**src/rtl/cart_loader_pkg.sv**
```systemverilog
// cart_loader_pkg: shared constants for the cartridge block loader.
// State encodings, ZPU bridge strobe bit positions, sector geometry and a size check.
package cart_loader_pkg;

   localparam int SECTOR_BYTES = 512;

   // Bit positions inside zpu_out2 / zpu_wr / zpu_rd
   localparam int LBA_SEL = 0;
   localparam int BLK_RD  = 1;
   localparam int BLK_WR  = 2;
   localparam int IO_WR   = 5;
   localparam int DATA_WR = 6;
   localparam int DATA_RD = 2;

   // Loader states (plain constants so legacy tooling can decode them)
   localparam logic [3:0] ST_IDLE = 4'd0;
   localparam logic [3:0] ST_SIZE = 4'd1;
   localparam logic [3:0] ST_LBA  = 4'd2;
   localparam logic [3:0] ST_BLK  = 4'd3;
   localparam logic [3:0] ST_RST  = 4'd4;
   localparam logic [3:0] ST_RD   = 4'd5;
   localparam logic [3:0] ST_PRES = 4'd6;
   localparam logic [3:0] ST_GAP  = 4'd7;
   localparam logic [3:0] ST_DONE = 4'd8;
   localparam logic [3:0] ST_ERR  = 4'd9;

   // A file is loadable when it is non-empty and fits the cart address space.
   function automatic logic size_ok(input logic [31:0] sz, input int addr_w);
      logic [32:0] lim;
      lim = 33'd1 << addr_w;
      return (sz != 32'd0) && ({1'b0, sz} <= lim);
   endfunction

endpackage

```
**src/rtl/cart_block_loader_if.sv**
```systemverilog
// cart_block_loader_if: ZPU bridge, cart RAM byte stream and status bundle.
// master = loader side, slave = bridge / cart RAM / host side.
interface cart_block_loader_if #(
   parameter int ADDR_W = 19
);
   logic [7:0]        zpu_in2;
   logic [31:0]       zpu_in3;
   logic [31:0]       zpu_out2;
   logic [31:0]       zpu_out3;
   logic [15:0]       zpu_wr;
   logic [15:0]       zpu_rd;
   logic [ADDR_W-1:0] cart_addr;
   logic [7:0]        cart_data;
   logic              cart_valid;
   logic              cart_ready;
   logic              busy;
   logic              done;
   logic              error;

   modport master (
      input  zpu_in2, zpu_in3, cart_ready,
      output zpu_out2, zpu_out3, zpu_wr, zpu_rd,
             cart_addr, cart_data, cart_valid, busy, done, error
   );

   modport slave (
      output zpu_in2, zpu_in3, cart_ready,
      input  zpu_out2, zpu_out3, zpu_wr, zpu_rd,
             cart_addr, cart_data, cart_valid, busy, done, error
   );
endinterface

```
**src/rtl/cart_block_loader.sv**
```systemverilog
// cart_block_loader: streams a mounted file from the ZPU SD bridge into cart RAM,
// one 512-byte sector at a time, starting whenever the mounted bit toggles.
// Optional macro CART_LOADER_TIMEOUT_EN adds an io_done watchdog (TMO_CYC cycles).
module cart_block_loader
   import cart_loader_pkg::*;
#(
   parameter int          ADDR_W  = 19,
   parameter logic [23:0] TMO_CYC = 24'd16777215
) (
   input  logic                clk_sys,
   input  logic                reset,
   cart_block_loader_if.master bus
);

   localparam int CW = ADDR_W + 1;
   localparam logic [CW-1:0]     ONE_C = {{(CW-1){1'b0}}, 1'b1};
   localparam logic [ADDR_W-1:0] ONE_A = {{(ADDR_W-1){1'b0}}, 1'b1};
   localparam logic [8:0]        LAST_IDX = 9'(SECTOR_BYTES - 1);

   logic [3:0]        state;
   logic [2:0]        cyc;       // cycle count within the current state
   logic [31:0]       sector;
   logic [8:0]        bidx;      // byte index within the current sector
   logic [CW-1:0]     count;     // bytes handed to cart RAM so far
   logic [CW-1:0]     size;
   logic [ADDR_W-1:0] addr;
   logic [7:0]        data;
   logic              mnt_old;
   logic              blk_low;   // io_done seen low since block_rd was raised

   logic io_done;
   assign io_done = bus.zpu_in2[0];

`ifdef CART_LOADER_TIMEOUT_EN
   logic [23:0] tmo;
`else
   logic unused_tmo;
   assign unused_tmo = ^TMO_CYC;
`endif

   logic unused_sts;
   assign unused_sts = ^bus.zpu_in2[7:2];

   // Load sequencer: size query, per-sector LBA/read/reset, then byte-by-byte streaming
   always_ff @(posedge clk_sys or posedge reset) begin
      if (reset) begin
         state   <= ST_IDLE;
         cyc     <= 3'd0;
         sector  <= 32'd0;
         bidx    <= 9'd0;
         count   <= '0;
         size    <= '0;
         addr    <= '0;
         data    <= 8'd0;
         mnt_old <= 1'b0;
         blk_low <= 1'b0;
`ifdef CART_LOADER_TIMEOUT_EN
         tmo     <= 24'd0;
`endif
      end else begin
         // Tracked every cycle so toggles during a load are swallowed rather than queued
         mnt_old <= bus.zpu_in2[1];
         case (state)
            ST_IDLE, ST_DONE, ST_ERR: begin
               if (bus.zpu_in2[1] != mnt_old) begin
                  state  <= ST_SIZE;
                  cyc    <= 3'd0;
                  sector <= 32'd0;
                  bidx   <= 9'd0;
                  count  <= '0;
                  addr   <= '0;
               end
            end
            ST_SIZE: begin
               if (cyc == 3'd1) begin
                  cyc <= 3'd0;
                  if (size_ok(bus.zpu_in3, ADDR_W)) begin
                     size  <= bus.zpu_in3[ADDR_W:0];
                     state <= ST_LBA;
                  end else begin
                     state <= ST_ERR;
                  end
               end else begin
                  cyc <= cyc + 3'd1;
               end
            end
            ST_LBA: begin
               if (cyc == 3'd4) begin
                  cyc     <= 3'd0;
                  blk_low <= 1'b0;
                  state   <= ST_BLK;
`ifdef CART_LOADER_TIMEOUT_EN
                  tmo     <= 24'd0;
`endif
               end else begin
                  cyc <= cyc + 3'd1;
               end
            end
            ST_BLK: begin
               if (!io_done) blk_low <= 1'b1;
               if (blk_low && io_done) begin
                  state <= ST_RST;
               end
`ifdef CART_LOADER_TIMEOUT_EN
               else if (tmo >= TMO_CYC) begin
                  state <= ST_ERR;
               end else begin
                  tmo <= tmo + 24'd1;
               end
`endif
            end
            ST_RST: begin
               cyc   <= 3'd0;
               state <= ST_RD;
            end
            ST_RD: begin
               // Buffer RAM has one cycle of latency: data is valid on the second strobe cycle
               if (cyc == 3'd1) begin
                  cyc   <= 3'd0;
                  data  <= bus.zpu_in3[7:0];
                  state <= (count < size) ? ST_PRES : ST_GAP;
               end else begin
                  cyc <= cyc + 3'd1;
               end
            end
            ST_PRES: begin
               if (bus.cart_ready) begin
                  count <= count + ONE_C;
                  // Stop on the last byte so the address never wraps at full image size
                  if ((count + ONE_C) < size) addr <= addr + ONE_A;
                  cyc   <= 3'd0;
                  state <= ST_GAP;
               end
            end
            ST_GAP: begin
               if (cyc == 3'd1) begin
                  cyc <= 3'd0;
                  if (bidx == LAST_IDX) begin
                     bidx <= 9'd0;
                     if (count < size) begin
                        sector <= sector + 32'd1;
                        state  <= ST_LBA;
                     end else begin
                        state  <= ST_DONE;
                     end
                  end else begin
                     bidx  <= bidx + 9'd1;
                     state <= ST_RD;
                  end
               end else begin
                  cyc <= cyc + 3'd1;
               end
            end
            default: state <= ST_IDLE;
         endcase
      end
   end

   // Bridge strobes, cart stream and status decoded straight from the state register
   always_comb begin
      bus.zpu_out2 = 32'd0;
      bus.zpu_wr   = 16'd0;
      bus.zpu_rd   = 16'd0;
      bus.zpu_out3 = sector;
      bus.zpu_out2[LBA_SEL] = (state == ST_SIZE) || (state == ST_LBA);
      bus.zpu_out2[BLK_RD]  = (state == ST_BLK);
      bus.zpu_wr[DATA_WR]   = (state == ST_LBA) && (cyc < 3'd3);
      bus.zpu_wr[IO_WR]     = (state == ST_RST);
      bus.zpu_rd[DATA_RD]   = (state == ST_RD);
      bus.cart_addr  = addr;
      bus.cart_data  = data;
      bus.cart_valid = (state == ST_PRES);
      bus.done       = (state == ST_DONE);
      bus.error      = (state == ST_ERR);
      bus.busy       = !((state == ST_IDLE) || (state == ST_DONE) || (state == ST_ERR));
   end

endmodule

```
**src/flat_wrapper.sv**
```systemverilog
// flat-port wrapper written by rule: the top's interface ports become plain ports
module cart_block_loader_flat import cart_loader_pkg::*;
#(
   parameter int          ADDR_W  = 19,
   parameter logic [23:0] TMO_CYC = 24'd16777215
)
  (clk_sys, reset, bus_zpu_in2, bus_zpu_in3, bus_cart_ready, bus_zpu_out2, bus_zpu_out3, bus_zpu_wr, bus_zpu_rd, bus_cart_addr, bus_cart_data, bus_cart_valid, bus_busy, bus_done, bus_error);
  cart_block_loader_if #(.ADDR_W(ADDR_W)) bus_i ();
  input  logic clk_sys;
  input  logic reset;
  input wire logic [$bits(bus_i.zpu_in2)-1:0] bus_zpu_in2;
  input wire logic [$bits(bus_i.zpu_in3)-1:0] bus_zpu_in3;
  input wire logic [$bits(bus_i.cart_ready)-1:0] bus_cart_ready;
  output wire logic [$bits(bus_i.zpu_out2)-1:0] bus_zpu_out2;
  output wire logic [$bits(bus_i.zpu_out3)-1:0] bus_zpu_out3;
  output wire logic [$bits(bus_i.zpu_wr)-1:0] bus_zpu_wr;
  output wire logic [$bits(bus_i.zpu_rd)-1:0] bus_zpu_rd;
  output wire logic [$bits(bus_i.cart_addr)-1:0] bus_cart_addr;
  output wire logic [$bits(bus_i.cart_data)-1:0] bus_cart_data;
  output wire logic [$bits(bus_i.cart_valid)-1:0] bus_cart_valid;
  output wire logic [$bits(bus_i.busy)-1:0] bus_busy;
  output wire logic [$bits(bus_i.done)-1:0] bus_done;
  output wire logic [$bits(bus_i.error)-1:0] bus_error;
  assign bus_i.zpu_in2 = bus_zpu_in2;
  assign bus_i.zpu_in3 = bus_zpu_in3;
  assign bus_i.cart_ready = bus_cart_ready;
  assign bus_zpu_out2 = bus_i.zpu_out2;
  assign bus_zpu_out3 = bus_i.zpu_out3;
  assign bus_zpu_wr = bus_i.zpu_wr;
  assign bus_zpu_rd = bus_i.zpu_rd;
  assign bus_cart_addr = bus_i.cart_addr;
  assign bus_cart_data = bus_i.cart_data;
  assign bus_cart_valid = bus_i.cart_valid;
  assign bus_busy = bus_i.busy;
  assign bus_done = bus_i.done;
  assign bus_error = bus_i.error;
  cart_block_loader #(.ADDR_W(ADDR_W), .TMO_CYC(TMO_CYC)) u_core (.clk_sys(clk_sys), .reset(reset), .bus(bus_i));
endmodule
```
**config.mk**
```make
export PLATFORM = sky130hd
export DESIGN_NAME = cart_block_loader_flat
export DESIGN_NICKNAME = d
export VERILOG_FILES = /design/src/rtl/cart_loader_pkg.sv /design/src/rtl/cart_block_loader_if.sv /design/src/rtl/cart_block_loader.sv /design/src/flat_wrapper.sv
export SDC_FILE = /design/constraint.sdc
export NUM_CORES = 1
export LEC_CHECK = 0
export CAP_MARGIN = 10
export CELL_PAD_IN_SITES_DETAIL_PLACEMENT = 1
export CELL_PAD_IN_SITES_GLOBAL_PLACEMENT = 2
export CORE_MARGIN = 2
export CORE_UTILIZATION = 34
export CTS_BUF_LIST = sky130_fd_sc_hd__clkbuf_4 sky130_fd_sc_hd__clkbuf_8
export CTS_CLUSTER_DIAMETER = 80
export DETAILED_ROUTE_END_ITERATION = 12
export PLACE_DENSITY_LB_ADDON = 0.1
export REMOVE_ABC_BUFFERS = 1
export SLEW_MARGIN = 20
export SYNTH_ARGS = -nofsm -noshare
export SYNTH_HDL_FRONTEND = slang
export SYNTH_SLANG_ARGS = --single-unit
```
**constraint.sdc**
```tcl
create_clock -name clk_sys -period 6.31 [get_ports clk_sys]
set_clock_uncertainty 0.15 [all_clocks]
set_input_delay 1.262 -clock clk_sys [delete_from_list [all_inputs] [get_ports clk_sys]]
set_output_delay 1.262 -clock clk_sys [all_outputs]
set_load 0.03 [all_outputs]
```
==> out/qor.csv, run 1 <==
metric,value,unit
number of hold buffers added after cts,0,
Synth top area share,0.376,
grt ovf,0,
Clock Path Buffers,2,
fin crit share,0.705,
largest cells by area after synthesis,"dfrtp_1 38%, ha_1 7.4%, buf_4 5.8%",
Cell Rows,55,
placed inst area,0.00886,mm2
RSZ-0062 raised after global routing,no,
CP required,6530,ps
# resized after CTS,0,
GRT Total Usage,0.194,
vias post-DR,6738,
area taken by multi-input logic gates,0.00434,mm2
"flops & latches, synth",117,
largest net degree at the start of global routing,72,
crit start category,register,
Worst Hold Class,register to register,
Mapped Area,0.00778,mm2
shortest period the worst path allows,4450,ps
"commonest non-fill, non-tap cell in the layout",dfrtp_1,
core area,0.0226,mm2
Post-synth EDFFs,0,
initial antenna violation count,0,
top_reg_cell synth,dfrtp_1,
post-synthesis sequential area ratio,0.376,
Initial DRC Count,184,
GP Congestion,0.790,
mean post-synth cell area,9.26,um2
Slew @ Worst Pin,951,ps
Yosys cell types,62,
Cells after Synth,841,
first-pass GRT wire length,37300,um
CTS tree,done,
"FFs w/ async S/R, synth",1.00,
DRT antenna net count,0,
clock sinks,117,
drt total wl,22700,um
register area,0.00293,mm2
max cap viols,0,
first drt pass iteration count,4,
maximum VDD drop,0.000238,V
vias in the first global route,7205,
clk root buf,clkbuf_8,
"Reg clk slew, reported paths",70,ps
Final Max Slew Viols,0,
"Hold Vio Cnt, Final",0,
die width,155,um
I/O Buffers,104,
clk_lat worst skew,450,ps
Initial Utilization,0.345,
die height,155,um
vias per cell,5.48,
CP Capture Type,register,
total power,2280,uW
Fmax,225,MHz
outcome,finished clean,
setup tns final,0,ps
diode count,0,
Layout Area Growth over Synthesis,18.8,%
layout cells sized above 1,0.0857,
Post-CTS Setup Inserts,0,
fin area,0.00925,mm2
Reg2Reg Setup Slack,1860,ps
wire length per cell,18.4,um
Top Ports,170,
most frequent cells in the layout,"117 x dfrtp_1, 104 x clkdlybuf4s50_1, 67 x nand2_1",
nets,1022,
Synth area leader,dfrtp_1,
Layout Utilization,0.410,
fillers,2604,
H-tree depth,4,
crit path kind,register to register,
WP data arrival,4660,ps
hpwl dp,16300,um
pwr dens,247,mW/mm2
Lkg Pwr,0.00401,uW
Crit Path Max Fanout,15,
TritonCTS Buffers,17,
area of the die,0.0241,mm2
Setup-failing EPs final,0,
worst slew margin relative to its limit,0.366,
DRC Markers,0,
Synth warnings,0,
## cell type report
type / instances / area share
multi-input combinational: 651 / 0.469
sequential: 117 / 0.317
timing repair buffer: 112 / 0.119
tap: 285 / 0.0386
clock buffer: 22 / 0.0314
inverter: 34 / 0.0141
clock inverter: 9 / 0.0111
## power by group
group / switching [uW] / internal, uW / total (uW)
Sequential: 66.3 / 795 / 861
Combinational: 468 / 241 / 709
Clock: 328 / 386 / 714
Total: 862 / 1420 / 2280
## Yosys cell counts, drive strengths merged (6+ instances only)
master,instances
a32o,9
mux2,29
nand2,68
inv,34
a31oi,6
dfrtp,117
xnor2,12
o21ai,45
and4,8
nor4,16
nand3,45
or3,10
clkbuf,23
and3,21
ha,46
nand4,24
o211ai,9
a21o,7
or4,21
buf,74
a2111o,12
nand2b,12
a21oi,56
o31ai,26
a22o,6
nor3,10
xor2,10
o21a,9
nor2,31
## per-stage QoR
step                      hold WS [ps]  setup WS (ps)  std cells
after detailed placement           342           1640       1199
after global placement             342           1770       1199
final                              362           1860       1230
after global routing               384           1490       1230
after CTS                          365           1880       1230
after floorplan                    314           1800        802
## sequential cells by signal (all words and copies together), names as in the netlist
signal                cells
u_core.bidx               9
u_core.blk_low            1
u_core.bus.cart_addr     19
u_core.bus.cart_data      8
u_core.bus.zpu_out3      32
u_core.count             20
u_core.cyc                3
u_core.mnt_old            1
u_core.size              20
u_core.state              4
## cell families after synthesis
| family | after synthesis | share of synthesized area |
|---|---|---|
| multiplexers | 34 | 0.0484 |
| AND/OR/NAND/NOR | 284 | 0.202 |
| adder cells (fa/ha/maj) | 46 | 0.0739 |
| XOR/XNOR | 22 | 0.0248 |
| buffers and inverters | 131 | 0.0950 |
| AO/OA/AOI/OAI | 206 | 0.179 |
| other | 1 | 0.000482 |
| flip-flops | 117 | 0.376 |
## final timing paths
check,to,from,depth (start not counted)
worst max register to register,u_core.bus.cart_addr[8],u_core.count[5],12
worst min-delay path,u_core.bus.cart_data[2],u_core.bus.cart_data[2],1
worst min register to register,u_core.bus.cart_data[2],u_core.bus.cart_data[2],1
max in group asynchronous,u_core.bus.zpu_out3[1],reset,3
worst max-delay path,u_core.bus.cart_addr[8],u_core.count[5],12
min in group asynchronous,u_core.bus.cart_addr[9],reset,2
## per-layer routing
metal	vias up	track usage	share of wire
li1	3203	-	-
met1	3397	0.243	0.46
met2	118	0.344	0.50
met3	20	0.0345	0.028
met4	0	0.0516	0.0099
met5	-	0	0
## critical path, cell delays in order (launching register included)
cell	delay, ps
dfrtp_1	490
inv_1	140
nor4_1	690
and3_1	320
nand3_1	130
xnor2_1	160
ha_1	300
a21oi_1	150
o21ai_0	140
a22oi_1	470
nand2_1	450
or4_1	590
a21oi_1	170
No activity file was read; power rests on OpenSTA's default activity.
==> run 2, diff against run 1 <==
Settings changed: CORE_UTILIZATION 34 to 29.
Clock period 6.31 ns to 3.6 ns, I/O delays scaled along.
==> out/qor.csv, run 2 (synthesized netlist as in run 1, its figures left out) <==
metric,value,unit,change
GP Congestion,0.803,,+1.6%
clock sinks,117,,unchanged
diode count,0,,unchanged
Worst Hold Class,register to register,,
pwr dens,407,mW/mm2,+65%
TritonCTS Buffers,17,,unchanged
CTS tree,done,,
vias in the first global route,7261,,+0.78%
crit start category,register,,
drt total wl,24300,um,+7.3%
shortest period the worst path allows,3470,ps,-982 ps
vias post-DR,7000,,+3.9%
CP peak stage delay,510,ps,-180 ps
max reg flops,32,,unchanged
"Reg clk slew, reported paths",80,ps,about the same
maximum VDD drop,0.000235,V,-1.3%
clk_lat worst skew,450,ps,about the same
fin area,0.0100,mm2,+8.1%
largest net degree at the start of global routing,105,,+46%
Initial Utilization,0.297,,-0.0478
max cap viols,0,,unchanged
Final Max Slew Viols,0,,unchanged
worst slew margin relative to its limit,0.587,,+0.221
grt ovf,0,,unchanged
GRT Total Usage,0.172,,-0.0217
Crit Path Max Fanout,9,,-6
nets,1082,,+5.9%
Clock Path Buffers,2,,unchanged
I/O Buffers,104,,unchanged
first-pass GRT wire length,39200,um,+5.0%
placed inst area,0.00934,mm2,+5.5%
total power,4070,uW,+78%
Lkg Pwr,0.00437,uW,+8.9%
wire length per cell,18.2,um,-1.6%
clk root buf,clkbuf_8,,
Cell Rows,59,,+7.3%
die height,168,um,+8.1%
"Hold Vio Cnt, Final",0,,unchanged
CP cell instances,nand3_2 > nor4_2 > buf_4 > and3_1 > buf_4 > xor2_2 > ha_1 > a21oi_1 > o21a_1 > a2111o_1 > a31oi_4 > buf_12 > clkbuf_16 > or4_1 > a21oi_1,,
crit path buf inv count,4,,+3
Initial DRC Count,211,,+15%
CP required,3820,ps,-2710 ps
vias per cell,5.22,,-4.7%
setup tns final,0,ps,unchanged
Layout Area Growth over Synthesis,28.5,%,
Setup-failing EPs final,0,,unchanged
hpwl dp,17500,um,+7.8%
CP Capture Type,register,,
fin crit share,0.963,,+0.258
CP max-delay cell,or4_1,,
Layout Utilization,0.382,,-0.0282
fillers,2986,,+15%
outcome,finished clean,,
H-tree depth,4,,unchanged
Top Ports,170,,unchanged
DRC Markers,0,,unchanged
first drt pass iteration count,4,,unchanged
number of hold buffers added after cts,0,,unchanged
most frequent cells in the layout,"113 x dfrtp_1, 104 x clkdlybuf4s50_1, 65 x nand2_1",,
crit path kind,register to register,,
DRT antenna net count,0,,unchanged
Slew @ Worst Pin,614,ps,-337 ps
"Largest delay share family, worst path",simple AND/OR/NAND/NOR gates,,
die width,168,um,+8.1%
area of the die,0.0282,mm2,+17%
layout cells sized above 1,0.170,,+0.0843
Fmax,289,MHz,+28%
core area,0.0262,mm2,+16%
initial antenna violation count,0,,unchanged
WP data arrival,3680,ps,-980 ps
"commonest non-fill, non-tap cell in the layout",dfrtp_1,,
## run 2: worst paths after layout
kind,end,slack (ps),startpoint,cells after the start
min in group asynchronous,u_core.bus.cart_addr[14],390,reset,2
min reg2reg,u_core.size[6],360,u_core.size[6],1
min,u_core.size[6],360,u_core.size[6],1
max,u_core.bus.cart_addr[6],130,u_core.count[3],15
max reg2reg,u_core.bus.cart_addr[6],130,u_core.count[3],15
max in group asynchronous,u_core.state[1],2040,reset,3
## run 2: worst reg2reg max path, cell delays in order, from the launching register on
cell and delay, ps:
dfrtp_1 400, nand3_2 140, nor4_2 230, buf_4 150, and3_1 170, buf_4 130
xor2_2 170, ha_1 280, a21oi_1 160, o21a_1 170, a2111o_1 180, a31oi_4 50
buf_12 180, clkbuf_16 160, or4_1 510, a21oi_1 170
## run 2: cell type report
class,count,area [um2],area share
multi-input cells,651,4470,0.447
flip-flops and latches,117,2930,0.293
repair buffers,172,1650,0.165
well taps,335,419,0.0419
clock buffers,20,269,0.0269
inverters,34,130,0.0130
clock inverters,12,129,0.0129
## run 2: per-stage QoR
step                      worst slack (ps)  hold WS, ps  cells
after global placement                -207          341   1299
after detailed placement              -256          344   1299
final                                  135          361   1341
after CTS                             16.0          362   1331
after floorplan                       -674          314    802
after global routing                 -60.4          373   1341
## run 2: power breakdown
part           internal [uW]  switching, uW
Combinational            464            864
Clock                    658            599
Sequential              1390           89.4
## run 2: repair_timing
action | in CTS | in global routing
cloned | 0 | 3
endpoints found under the hold margin | 0 | 0
pin swaps | 1 | 11
setup endpoints to repair | 11 | 19
resized for setup | 6 | 25
setup buffers | 0 | 7
## run 2: layer usage
| metal | track usage | vias up | part of all wire |
|---|---|---|---|
| met5 | 0 | - | 0 |
| met4 | 0.0522 | 0 | 0.017 |
| met3 | 0.0247 | 26 | 0.027 |
| met2 | 0.302 | 134 | 0.51 |
| met1 | 0.220 | 3541 | 0.45 |
| li1 | - | 3299 | - |
==> run 3, diff against run 2 <==
--- a/config.mk
+++ b/config.mk
@@ -15,2 +15,3 @@
 export DETAILED_ROUTE_END_ITERATION = 12
+export MAX_ROUTING_LAYER = met4
 export PLACE_DENSITY_LB_ADDON = 0.1
--- a/constraint.sdc
+++ b/constraint.sdc
@@ -4,2 +4,2 @@
 set_output_delay 0.72 -clock clk_sys [all_outputs]
-set_load 0.03 [all_outputs]
+set_load 0.1 [all_outputs]
==> out/qor.csv, run 3 (synthesized netlist as in run 1, its figures left out) <==
metric,value,unit,change
Crit Path Max Fanout,5,,-4
WP data arrival,3740,ps,+60 ps
nets,1083,,+0.092%
Slew @ Worst Pin,978,ps,+364 ps
Setup-failing EPs final,0,,unchanged
Top Ports,170,,unchanged
area taken by multi-input logic gates,0.00449,mm2,+0.59%
CP required,3830,ps,about the same
busiest layer in global routing,met2,,
max cap viols,0,,unchanged
maximum VDD drop,0.000480,V,+100%
Final Max Slew Viols,0,,unchanged
R2R depth,15,,unchanged
H-tree depth,4,,unchanged
"Hold Vio Cnt, Final",0,,unchanged
vias in the first global route,7430,,+2.3%
initial antenna violation count,0,,unchanged
worst slew margin relative to its limit,0.346,,-0.241
fillers,3020,,+1.1%
hpwl dp,17900,um,+1.8%
vias per cell,5.25,,+0.50%
layout cells sized above 1,0.228,,+0.0579
drt total wl,25000,um,+2.6%
CTS tree,done,,
I/O Buffers,104,,unchanged
fin crit share,0.975,,+0.0120
grt ovf,0,,unchanged
crit path kind,register to register,,
first-pass GRT wire length,39900,um,+1.9%
crit path to,u_core.bus.cart_addr[15],,
clk root buf,clkbuf_8,,
crit start category,register,,
Initial Utilization,0.297,,unchanged
worst setup margin,91.4,ps,-43.1 ps
die width,168,um,unchanged
die height,168,um,unchanged
most frequent cells in the layout,"123 x buf_4, 116 x dfrtp_1, 65 x nand2_1",,
shortest period the worst path allows,3510,ps,+43.1 ps
Clock Path Buffers,2,,unchanged
dpl ws,-9.42,ps,+246 ps
Reg2Reg Setup Slack,90,ps,-40 ps
DRC Markers,0,,unchanged
vias post-DR,7030,,+0.43%
"commonest non-fill, non-tap cell in the layout",buf_4,,
diode count,0,,unchanged
Cell Rows,59,,unchanged
CP Capture Type,register,,
r2r startpoint,u_core.count[2],,
Initial DRC Count,194,,-8.1%
Layout Area Growth over Synthesis,27.1,%,
Lkg Pwr,0.00453,uW,+3.8%
Fmax,285,MHz,-1.2%
clock sinks,117,,unchanged
reg-to-reg critical path endpoint,u_core.bus.cart_addr[15],,
largest net degree at the start of global routing,58,,-45%
DRT antenna net count,0,,unchanged
outcome,finished clean,,
clk_lat worst skew,450,ps,about the same
Worst Setup SP,u_core.count[2],,
Hold Crit Depth,1,,unchanged
"Reg clk slew, reported paths",80,ps,about the same
TritonCTS Buffers,17,,unchanged
Worst Hold Class,register to register,,
pwr dens,476,mW/mm2,+17%
max reg flops,32,,unchanged
core area,0.0262,mm2,unchanged
GRT met3 Usage,0.0291,,+0.00447
Hold Slack,358,ps,-2.57 ps
GRT met1 Usage,0.230,,+0.00958
area of the die,0.0282,mm2,unchanged
GRT Total Usage,0.182,,+0.00928
wire length per cell,18.6,um,+2.7%
met2 Use GR,0.306,,+0.00413
first drt pass iteration count,4,,unchanged
register area,0.00293,mm2,-0.13%
GP Congestion,0.786,,-2.1%
run 3: cell count changes in the layout (fill, tap and decap cells not counted), sizes merged:
cell | previous run | this run
clkbuf | 22 | 25
inv | 35 | 34
clkinv | 6 | 4
buf | 66 | 130
clkinvlp | 3 | 2
clkdlybuf4s50 | 104 | 40
run 3: area by class of cell:
cell class | instances | share of cell area
tap | 335 | 0.0424
clock buffer | 22 | 0.0306
inverter | 34 | 0.0132
multi-input combinational | 651 | 0.454
clock inverter | 8 | 0.00999
timing repair buffer | 173 | 0.154
sequential | 117 | 0.296
run 3: what timing repair did:
action,in CTS,in global routing
pin swaps,0,9
setup buffers,0,10
hold buffers,0,0
gates cloned,0,5
resized for setup,2,29
setup endpoints to repair,5,19
run 3: worst min-delay path by stage:
stage	slack (ps)	from	to
2_1_floorplan	310	u_core.bidx[6]	u_core.bidx[6]
3_3_place_gp	340	u_core.bidx[1]	u_core.bidx[1]
3_5_place_dp	350	u_core.size[7]	u_core.size[7]
4_1_cts	360	u_core.size[2]	u_core.size[2]
5_1_grt	370	u_core.size[7]	u_core.size[7]
6_report	360	u_core.size[18]	u_core.size[18]
run 3: power breakdown:
part           total [uW]  switching, uW  internal (uW)
sequential           1510            116           1390
combinational        1920           1480            435
clock                1280            578            698
run 3: worst max-delay path, cell delays in order, from the launching register on:
cell and delay [ps]:
dfrtp_1 410, and3_4 220, nand3_4 90, nor4_4 260, buf_4 180, nand3_2 100, xnor2_2 180, ha_1 320
a21o_1 170, a21o_1 190, a22oi_2 200, buf_4 180, buf_4 120, nand3_1 100, or4_4 440, a21oi_2 140
run 3: stage by stage:
| stage | utilization | cell area (um2) | instances | setup TNS [ps] | total power, uW |
|---|---|---|---|---|---|
| finish | 0.378 | 9890 | 1340 | 0 | 4700 |
| global route | 0.378 | 9890 | 1340 | -331 | 4950 |
| CTS | 0.365 | 9570 | 1325 | 0 | 4760 |
| detailed placement | 0.349 | 9150 | 1295 | -15.5 | 3450 |
| global placement | 0.349 | 9150 | 1295 | 0 | 3420 |
| floorplan | - | 7390 | 802 | -56720 | 2920 |
run 3: layer usage:
| layer | routed length, um | vias up |
|---|---|---|
| li1 | - | 3311 |
| met1 | 11400 | 3583 |
| met2 | 12800 | 117 |
| met3 | 619 | 19 |
| met4 | 238 | 0 |
| met5 | 0 | - |
